<file path="src/rtl/wb_ps2.sv">
// PS/2 device-to-host receiver with a Wishbone slave register interface.
// Pins are synchronised and the clock is deglitched. Falling edges of the filtered
// clock sample 11-bit frames, and good bytes are queued in a FIFO.
// Ports:
//   clk_i, rstn          system clock, asynchronous active-low reset
//   cyc_i, stb_i, we_i   Wishbone cycle/strobe/write enable
//   adr_i [1:0]          word address: 0 DATA, 1 STATUS, 2 CTRL, 3 reserved
//   sel_i [3:0]          byte select (unused, full-word accesses only)
//   dat_i/dat_o [31:0]   write/read data; dat_o is 0 whenever ack_o is low
//   ack_o                single-cycle acknowledge
//   irq                  level interrupt (irq_en & FIFO non-empty)
//   ps2_clk, ps2_dat     asynchronous PS/2 pins, input only
module wb_ps2 #(
   parameter int unsigned FIFO_DEPTH = 16,
   parameter int unsigned TIMEOUT    = 50000,
   parameter int unsigned CLK_FILTER = 4
) (
   input  logic        clk_i,
   input  logic        rstn,
   input  logic        cyc_i,
   input  logic        stb_i,
   input  logic        we_i,
   input  logic [1:0]  adr_i,
   input  logic [3:0]  sel_i,
   input  logic [31:0] dat_i,
   output logic        ack_o,
   output logic [31:0] dat_o,
   output logic        irq,
   input  logic        ps2_clk,
   input  logic        ps2_dat
);

   localparam int unsigned AW = $clog2(FIFO_DEPTH);
   localparam int unsigned TW = $clog2(TIMEOUT + 1);
   localparam int unsigned FW = $clog2(CLK_FILTER + 1);

   typedef enum logic {StIdle, StRx} rx_state_e;

   logic unused_in;
   assign unused_in = ^{sel_i, dat_i[31:5]};

   // ---------------- input conditioning ----------------
   logic [1:0]    clk_sync_q, dat_sync_q;
   logic          clk_filt_q;
   logic [FW-1:0] filt_cnt_q;
   logic          filt_flip, sample, rx_bit;

   // Flip on the CLK_FILTER-th consecutive sample that disagrees with the filtered level.
   assign filt_flip = (clk_sync_q[1] != clk_filt_q) && (filt_cnt_q == FW'(CLK_FILTER - 1));
   assign sample    = filt_flip & clk_filt_q;
   assign rx_bit    = dat_sync_q[1];

   always_ff @(posedge clk_i or negedge rstn) begin
      if (!rstn) begin
         clk_sync_q <= 2'b11;
         dat_sync_q <= 2'b11;
         clk_filt_q <= 1'b1;
         filt_cnt_q <= '0;
      end else begin
         clk_sync_q <= {clk_sync_q[0], ps2_clk};
         dat_sync_q <= {dat_sync_q[0], ps2_dat};
         if (clk_sync_q[1] == clk_filt_q) begin
            filt_cnt_q <= '0;
         end else if (filt_flip) begin
            clk_filt_q <= ~clk_filt_q;
            filt_cnt_q <= '0;
         end else begin
            filt_cnt_q <= filt_cnt_q + 1'b1;
         end
      end
   end

   // ---------------- registers shared by FSM / FIFO / bus ----------------
   logic          rx_en_q, irq_en_q;
   logic          ovf_q, par_q, frm_q;
   logic [5:0]    count_q;
   logic [AW-1:0] wr_ptr_q, rd_ptr_q;
   logic [7:0]    mem [FIFO_DEPTH];

   // ---------------- receiver FSM ----------------
   rx_state_e     state_q, state_d;
   logic [3:0]    bitcnt_q, bitcnt_d;
   logic [7:0]    shift_q, shift_d;
   logic          parity_q, parity_d;
   logic [TW-1:0] tmo_q, tmo_d;
   logic          push, set_par, set_frm;

   always_ff @(posedge clk_i or negedge rstn) begin
      if (!rstn) begin
         state_q  <= StIdle;
         bitcnt_q <= '0;
         shift_q  <= '0;
         parity_q <= 1'b0;
         tmo_q    <= '0;
      end else begin
         state_q  <= state_d;
         bitcnt_q <= bitcnt_d;
         shift_q  <= shift_d;
         parity_q <= parity_d;
         tmo_q    <= tmo_d;
      end
   end

   always_comb begin
      state_d  = state_q;
      bitcnt_d = bitcnt_q;
      shift_d  = shift_q;
      parity_d = parity_q;
      tmo_d    = tmo_q;
      push     = 1'b0;
      set_par  = 1'b0;
      set_frm  = 1'b0;
      if (!rx_en_q) begin
         // Disabling drops any partial frame silently.
         state_d = StIdle;
         tmo_d   = '0;
      end else begin
         case (state_q)
            StIdle: begin
               if (sample) begin
                  if (!rx_bit) begin
                     state_d  = StRx;
                     bitcnt_d = 4'd1;
                     tmo_d    = '0;
                  end else begin
                     set_frm = 1'b1;
                  end
               end
            end
            StRx: begin
               if (sample) begin
                  tmo_d = '0;
                  if (bitcnt_q <= 4'd8) begin
                     shift_d  = {rx_bit, shift_q[7:1]};
                     bitcnt_d = bitcnt_q + 4'd1;
                  end else if (bitcnt_q == 4'd9) begin
                     parity_d = rx_bit;
                     bitcnt_d = 4'd10;
                  end else begin
                     state_d = StIdle;
                     set_par = ~(^{shift_q, parity_q});
                     set_frm = ~rx_bit;
                     push    = (^{shift_q, parity_q}) & rx_bit;
                  end
               end else if (tmo_q == TW'(TIMEOUT - 1)) begin
                  state_d = StIdle;
                  set_frm = 1'b1;
               end else begin
                  tmo_d = tmo_q + 1'b1;
               end
            end
            default: state_d = StIdle;
         endcase
      end
   end

   // ---------------- Wishbone + FIFO ----------------
   logic        ack_d, rd_en, wr_en, non_empty, full, pop, push_ok, ovf_set;
   logic [2:0]  w1c;
   logic [31:0] status, rd_data;

   assign ack_d     = cyc_i & stb_i & ~ack_o;
   assign rd_en     = ack_d & ~we_i;
   assign wr_en     = ack_d & we_i;
   assign non_empty = (count_q != 6'd0);
   assign full      = (count_q == 6'(FIFO_DEPTH));
   assign pop       = rd_en && (adr_i == 2'd0) && non_empty;
   // A simultaneous pop frees a slot, so a push into a full FIFO still succeeds.
   assign push_ok   = push & (~full | pop);
   assign ovf_set   = push & full & ~pop;
   assign w1c       = (wr_en && adr_i == 2'd1) ? dat_i[4:2] : 3'b000;
   assign status    = {18'b0, count_q, 3'b0, frm_q, par_q, ovf_q, full, non_empty};

   always_comb begin
      rd_data = '0;
      case (adr_i)
         2'd0:    rd_data = non_empty ? {23'b0, 1'b1, mem[rd_ptr_q]} : 32'b0;
         2'd1:    rd_data = status;
         2'd2:    rd_data = {30'b0, irq_en_q, rx_en_q};
         default: rd_data = '0;
      endcase
   end

   always_ff @(posedge clk_i) begin
      if (push_ok) mem[wr_ptr_q] <= shift_q;
   end

   always_ff @(posedge clk_i or negedge rstn) begin
      if (!rstn) begin
         ack_o    <= 1'b0;
         dat_o    <= '0;
         irq      <= 1'b0;
         rx_en_q  <= 1'b0;
         irq_en_q <= 1'b0;
         ovf_q    <= 1'b0;
         par_q    <= 1'b0;
         frm_q    <= 1'b0;
         count_q  <= '0;
         wr_ptr_q <= '0;
         rd_ptr_q <= '0;
      end else begin
         ack_o <= ack_d;
         dat_o <= rd_en ? rd_data : 32'b0;
         irq   <= irq_en_q & non_empty;
         if (wr_en && adr_i == 2'd2) begin
            rx_en_q  <= dat_i[0];
            irq_en_q <= dat_i[1];
         end
         // Set beats a same-cycle W1C clear.
         ovf_q <= (ovf_q & ~w1c[0]) | ovf_set;
         par_q <= (par_q & ~w1c[1]) | set_par;
         frm_q <= (frm_q & ~w1c[2]) | set_frm;
         if (push_ok) wr_ptr_q <= wr_ptr_q + 1'b1;
         if (pop)     rd_ptr_q <= rd_ptr_q + 1'b1;
         if (push_ok && !pop)      count_q <= count_q + 6'd1;
         else if (pop && !push_ok) count_q <= count_q - 6'd1;
      end
   end

endmodule

</file>
<file path="config.mk">
export PLATFORM = sky130hd
export DESIGN_NAME = wb_ps2
export DESIGN_NICKNAME = d
export VERILOG_FILES = /design/src/rtl/wb_ps2.sv
export SDC_FILE = /design/constraint.sdc
export NUM_CORES = 1
export LEC_CHECK = 0
export BUFFER_PORTS_ARGS = -buffer_cell sky130_fd_sc_hd__buf_2
export CAP_MARGIN = 40
export CORE_ASPECT_RATIO = 0.9
export CORE_MARGIN = 2
export CORE_UTILIZATION = 30
export DETAILED_ROUTE_END_ITERATION = 8
export REMOVE_ABC_BUFFERS = 1
export SLEW_MARGIN = 15
export SYNTH_ARGS = -nofsm -noshare
export SYNTH_HDL_FRONTEND = slang
export SYNTH_SLANG_ARGS = --single-unit
</file>
<file path="constraint.sdc">
create_clock -name clk_i -period 8.65 [get_ports clk_i]
set_input_delay 1.73 -clock clk_i [delete_from_list [all_inputs] [get_ports clk_i]]
set_output_delay 1.73 -clock clk_i [all_outputs]
set_load 0.02 [all_outputs]
</file>
# Word level (Yosys, flattened, before mapping)
# Memory sizes are Yosys's and may differ from the RTL's.
# Index checks and enable logic that the tools add are counted.
# word_totals
in_bits	45
output_inout_bits	34
word_cells	140
regBits	91
memories	1
mem_bits_rw	128
# classes
order_cmp	1
muxes	48
reduce_logical	18
add_sub_neg	7
eq_ne	15
n_bitwise	30
# memory_table
memory	depth	width	read_ports	rd_clocked_by_memory_dff	wr	line	rtl
mem	16	8	1	0	1	78	logic [7:0] mem [FIFO_DEPTH];
# ops
cell	count
$mux W16	5
$pmux W14 S3	1
$mux W32	1
$pmux W16 S2	1
$mux W1	26
$mux W4	5
$add A16 B1 Y16 const B	1
$eq A16 B16 Y1 const B	1
$and A1 B1 Y1	13
$not A1 Y1	13
$add A4 B1 Y4 const B	3
$mux W6	2
$reduce_and A5 Y1	2
$mux W3	3
$mux W9	1
$reduce_xor A9 Y1	1
$pmux W4 S2	1
$logic_and A1 B1 Y1	7
$add A6 B1 Y6 const B	1
$eq A6 B5 Y1 const B	1
$ne A2 B2 Y1 const B	3
$ne A3 B3 Y1 const B	2
$reduce_bool A6 Y1	1
$sub A6 B1 Y6 const B	1
other kinds (18)	23

# Depth between registers and ports, before layout
# depth
depth_word	12
mapped_depth	15
depth_no_buf	15

# Worst setup path after synthesis
# No wires, ideal clock.
# synth_path
path_type	input-to-reg
startpoint	input we_i
endpoint	register count_q[5]
setup_time_ps	79
setup_slack_ps	4370
required_time_ps	8571
path_buffers	1
arrival_time_ps	4200
stages	13
cell_sequence	nand4bb_1 -> or3_1 -> nor2_1 -> clkbuf_1 -> inv_1 -> ha_1 -> inv_1 -> ha_1 -> a21o_1 -> a21oi_1 -> or4_1 -> nand3_1 -> xor2_1
# synth_via
elab_chain_len	9
word_cells_on_any_way	12
cone_classes	mux (1); bitwise (4); reduce/logical (7)
# synth_rtl
element	line	rtl
start, declared	22	input logic we_i,
$not A1 Y1 (*)	163	assign rd_en = ack_d & ~we_i;
$and A1 B1 Y1 (*)	163	
$logic_and A1 B1 Y1 (*) (2 in a row)	167	assign pop = rd_en && (adr_i == 2'd0) && non_empty;
$or A1 B1 Y1	169	assign push_ok = push & (~full | pop);
$and A1 B1 Y1	169	
$logic_not A1 Y1	216	else if (pop && !push_ok) count_q <= count_q - 6'd1;
$logic_and A1 B1 Y1	216	
$reduce_bool A2 Y1 (no line)	-	
end signal, assigned	215	if (push_ok && !pop) count_q <= count_q + 6'd1;
end signal, assigned	216	
end, declared	76	logic [5:0] count_q;
# Every way passes the cells marked *; elsewhere a longest branch is shown, timed or not.
# A chain may end at the register's enable or synchronous reset.

# Worst setup path in the final report
# layout_path
startpoint	input we_i
endpoint	register count_q[5]
# layout_via
elab_chain_len	9
word_cells_on_any_way	12
cone_classes	mux (1); bitwise (4); reduce/logical (7)
# layout_rtl
element	line	rtl
$not A1 Y1 (*)	163	
$and A1 B1 Y1 (*)	163	
$logic_and A1 B1 Y1 (*) (2 in a row)	167	
$or A1 B1 Y1 (*)	169	
$and A1 B1 Y1 (*)	169	
named net push_ok	158	logic ack_d, rd_en, wr_en, non_empty, full, pop, push_ok, ovf_set;
$logic_not A1 Y1	216	
$logic_and A1 B1 Y1	216	
$reduce_bool A2 Y1 (no line)	-	
# The timed path passes the listed nets; every way through them passes the cells marked *.

==> impl_metrics.json <==
{
  "cts_setup_buffers": 0,
  "required_ns": 9.08,
  "synth-seq-cells": 201,
  "syn_area_um2": 8720,
  "ant_nets": 0,
  "relSlewSlack_pct": 42.8,
  "gp_congestion": 0.751,
  "fin_crit_sh_pct": 48.8,
  "finalSetupViolations": 0,
  "cp_max_fo": 6,
  "path_clk_slew_ns": 0.06,
  "fin_cells": 997,
  "cts_root_buf": "clkbuf_16",
  "ctsHoldBuffers": 0,
  "synth-main-ff-cell": "edfxtp_1",
  "area_growth_syn_to_layout_pct": 14.8,
  "status": "finished, final reports clean",
  "grt_setup_unrepaired": "no",
  "p_leak_uw": 0.00368,
  "clk_path_buf_depth": 3,
  "viasPerCell": 4.78,
  "rows": 59,
  "die_w_um": 184,
  "grt.overflow.total": 0,
  "skew_ns": 0.00854,
  "worst_pin_slew_ns": 0.851,
  "dpl.hpwl_mm": 11.3,
  "endpoint_kind": "register",
  "start_util_pct": 30.3,
  "pin_count": 79,
  "placed_area_um2": 9320,
  "hp-class": "reg2reg",
  "cts_tree": "built",
  "netlist_instances": 566,
  "die_h_um": 166,
  "netlist.top_cell.by_area": "edfxtp_1",
  "antenna_cells": 0,
  "final_nets": 677,
  "vias": 4763,
  "min_period_ns": 4.22,
  "drive_gt1_share_pct": 24.4,
  "crit_arrival_ns": 4.65,
  "place_ws_ns": 3.92,
  "crit_type": "in2reg",
  "wl_per_cell_um": 17.3,
  "vdd_drop_max_mv": 0.131,
  "ys_types": 59,
  "io_buffers": 29,
  "fin_ws_ns": 4.43,
  "grt_pass1_vias": 4759,
  "antenna_found_initial": 0,
  "drv_slew": 0,
  "tns_ns": 0,
  "avgSynthCellArea_um2": 15.4,
  "cp-start-kind": "input port",
  "die_area_um2": 30500,
  "grt_pass1_wl_mm": 27.5,
  "ys_seq_area_share_pct": 65.1,
  "hold_viol": 0,
  "fillers": 2761,
  "synthArstFlopShare_pct": 36.3,
  "drt-total-wl_mm": 17.2,
  "core_area_um2": 28800,
  "synth_top_area_share_pct": 44.1,
  "clock_sinks": 201,
  "track_usage_pct": 11.6,
  "cts_made_buffers": 21,
  "grt_max_degree": 41,
  "dpl.cell_count": 958,
  "firstDrtPassIters": 5,
  "fmax_mhz": 237,
  "cts_resized": 0,
  "drc": 0,
  "power_density_nw_per_um2": 226,
  "cap_violations": 0,
  "yosysWarningCount": 0,
  "synth_area_leaders": "edfxtp_1 44%, dfrtp_1 20%, mux4_2 10%",
  "finalInstanceArea_um2": 10000,
  "clk-insertion-delay-late_ns": 0.50,
  "drt_iter0_markers": 452,
  "synth_edf_count": 128,
  "cts_max_level": 1
}
## flip-flops by register name, indices dropped and copies added, names as in the netlist, 4 cells and up
| name | flops |
|---|---|
| mem | 128 |
| shift_q | 8 |
| wr_ptr_q | 4 |
| bitcnt_q | 4 |
| rd_ptr_q | 4 |
| tmo_q | 16 |
| dat_o | 14 |
| count_q | 6 |
## cell usage after synthesis, types with 3 or more instances
| library cell | instances |
|---|---|
| a22o_1 | 9 |
| buf_1 | 5 |
| nor2b_1 | 9 |
| o21ai_0 | 16 |
| and2_1 | 8 |
| xnor2_1 | 14 |
| buf_4 | 18 |
| mux4_2 | 40 |
| ha_1 | 15 |
| dfstp_2 | 5 |
| mux2_2 | 13 |
| dfrtp_1 | 68 |
| nand4bb_1 | 3 |
| buf_2 | 3 |
| edfxtp_1 | 128 |
| nor2_1 | 30 |
| and3_1 | 5 |
| a31oi_1 | 4 |
| o21a_1 | 3 |
| nand4_1 | 11 |
| o22ai_2 | 7 |
| inv_1 | 21 |
| xor2_1 | 3 |
| clkbuf_1 | 11 |
| or4_1 | 3 |
| a21oi_1 | 21 |
| nand2_1 | 33 |
| nand3_1 | 12 |
| nor3_1 | 11 |
## where the power goes
group	leakage, uW	internal (uW)	switching (uW)
clock network	0.000331	536	359
registers	0.00216	1050	41.3
logic	0.00118	121	157
total	0.00368	1710	557
## worst paths after layout
kind	start	endpoint	slack, ns	cells after the start
max in group asynchronous	rstn	rd_ptr_q[2]$_DFFE_PN0P_	6.52	2
min in group asynchronous	rstn	tmo_q[12]$_DFFE_PN0P_	1.19	1
setup / recovery	we_i	count_q[5]$_DFFE_PN0P_	4.43	14
hold reg to reg	dat_sync_q[0]$_DFF_PN1_	dat_sync_q[1]$_DFF_PN1_	0.36	0
setup reg to reg	shift_q[4]$_DFFE_PN0P_	count_q[5]$_DFFE_PN0P_	4.80	13
hold / removal	dat_sync_q[0]$_DFF_PN1_	dat_sync_q[1]$_DFF_PN1_	0.36	0
## layout make-up
| type | count | area, um^2 | share of cell area (%) |
|---|---|---|---|
| timing repair buffer | 48 | 298 | 2.97 |
| clock inverter | 7 | 90.1 | 0.900 |
| tap | 366 | 458 | 4.57 |
| inverter | 21 | 78.8 | 0.787 |
| clock buffer | 31 | 593 | 5.92 |
| sequential | 201 | 5680 | 56.7 |
| multi-input combinational | 323 | 2820 | 28.1 |
## kinds of logic (layout without fill, tap and decap cells)
logic type               Yosys count  in the layout  share of synthesized area [%]
AO/OA/AOI/OAI                     76             76                           6.34
XOR/XNOR                          19             19                           2.15
adder cells (fa/ha/maj)           16             16                           2.38
buffers and inverters             59            107                           3.44
flip-flops                       201            201                           65.1
multiplexers                      55             55                           12.2
other                              1             18                         0.0430
AND/OR/NAND/NOR                  139            139                           8.33
## cells in the final DEF, fill, tap and decap left out, types with 4 or more instances in the layout
| cell | netlist | final |
|---|---|---|
| inv_1 | 21 | 21 |
| buf_4 | 18 | 19 |
| o21ai_0 | 16 | 16 |
| o22ai_2 | 7 | 7 |
| nor3_1 | 11 | 10 |
| nand4_1 | 11 | 11 |
| clkbuf_16 | 0 | 21 |
| dfrtp_1 | 68 | 66 |
| nand3_1 | 12 | 12 |
| mux4_2 | 40 | 40 |
| a22o_1 | 9 | 9 |
| edfxtp_1 | 128 | 128 |
| xnor2_1 | 14 | 14 |
| and2_1 | 8 | 8 |
| a21oi_1 | 21 | 21 |
| mux2_2 | 13 | 13 |
| a31oi_1 | 4 | 4 |
| nor2b_1 | 9 | 9 |
| conb_1 | 1 | 18 |
| ha_1 | 15 | 15 |
| clkbuf_1 | 11 | 7 |
| nor2_1 | 30 | 30 |
| buf_2 | 3 | 28 |
| nand2_1 | 33 | 33 |
| dfstp_2 | 5 | 5 |
| and3_1 | 5 | 5 |
## worst max-delay path: stages
cell and delay [ns]:
buf_2 0.10, nand4bb_1 0.24, or3_1 0.39, nand2_1 0.19, nand3_1 0.18, inv_1 0.16
ha_1 0.26, inv_1 0.15, ha_1 0.30, a21o_1 0.10, a21oi_1 0.10, or4_1 0.47
nand3_1 0.12, xor2_1 0.14
## per-layer routing
metal | share of wire, % | up-vias | GRT usage (%)
li1 | - | 2226 | -
met1 | 46 | 2394 | 16.9
met2 | 46 | 117 | 18.1
met3 | 5.3 | 26 | 2.08
met4 | 2.0 | 0 | 2.82
met5 | 0 | - | 0
## metrics by stage
stage | power (uW) | hold slack (ns) | util [%]
after floorplan | 1310 | 0.345 | -
after CTS | 2300 | 0.356 | 34.8
after global placement | 1390 | 0.347 | 32.1
after detailed placement | 1400 | 0.348 | 32.4
final | 2270 | 0.356 | 34.8
after global routing | 2370 | 0.363 | 34.8
(Power assumes the default switching activity.)
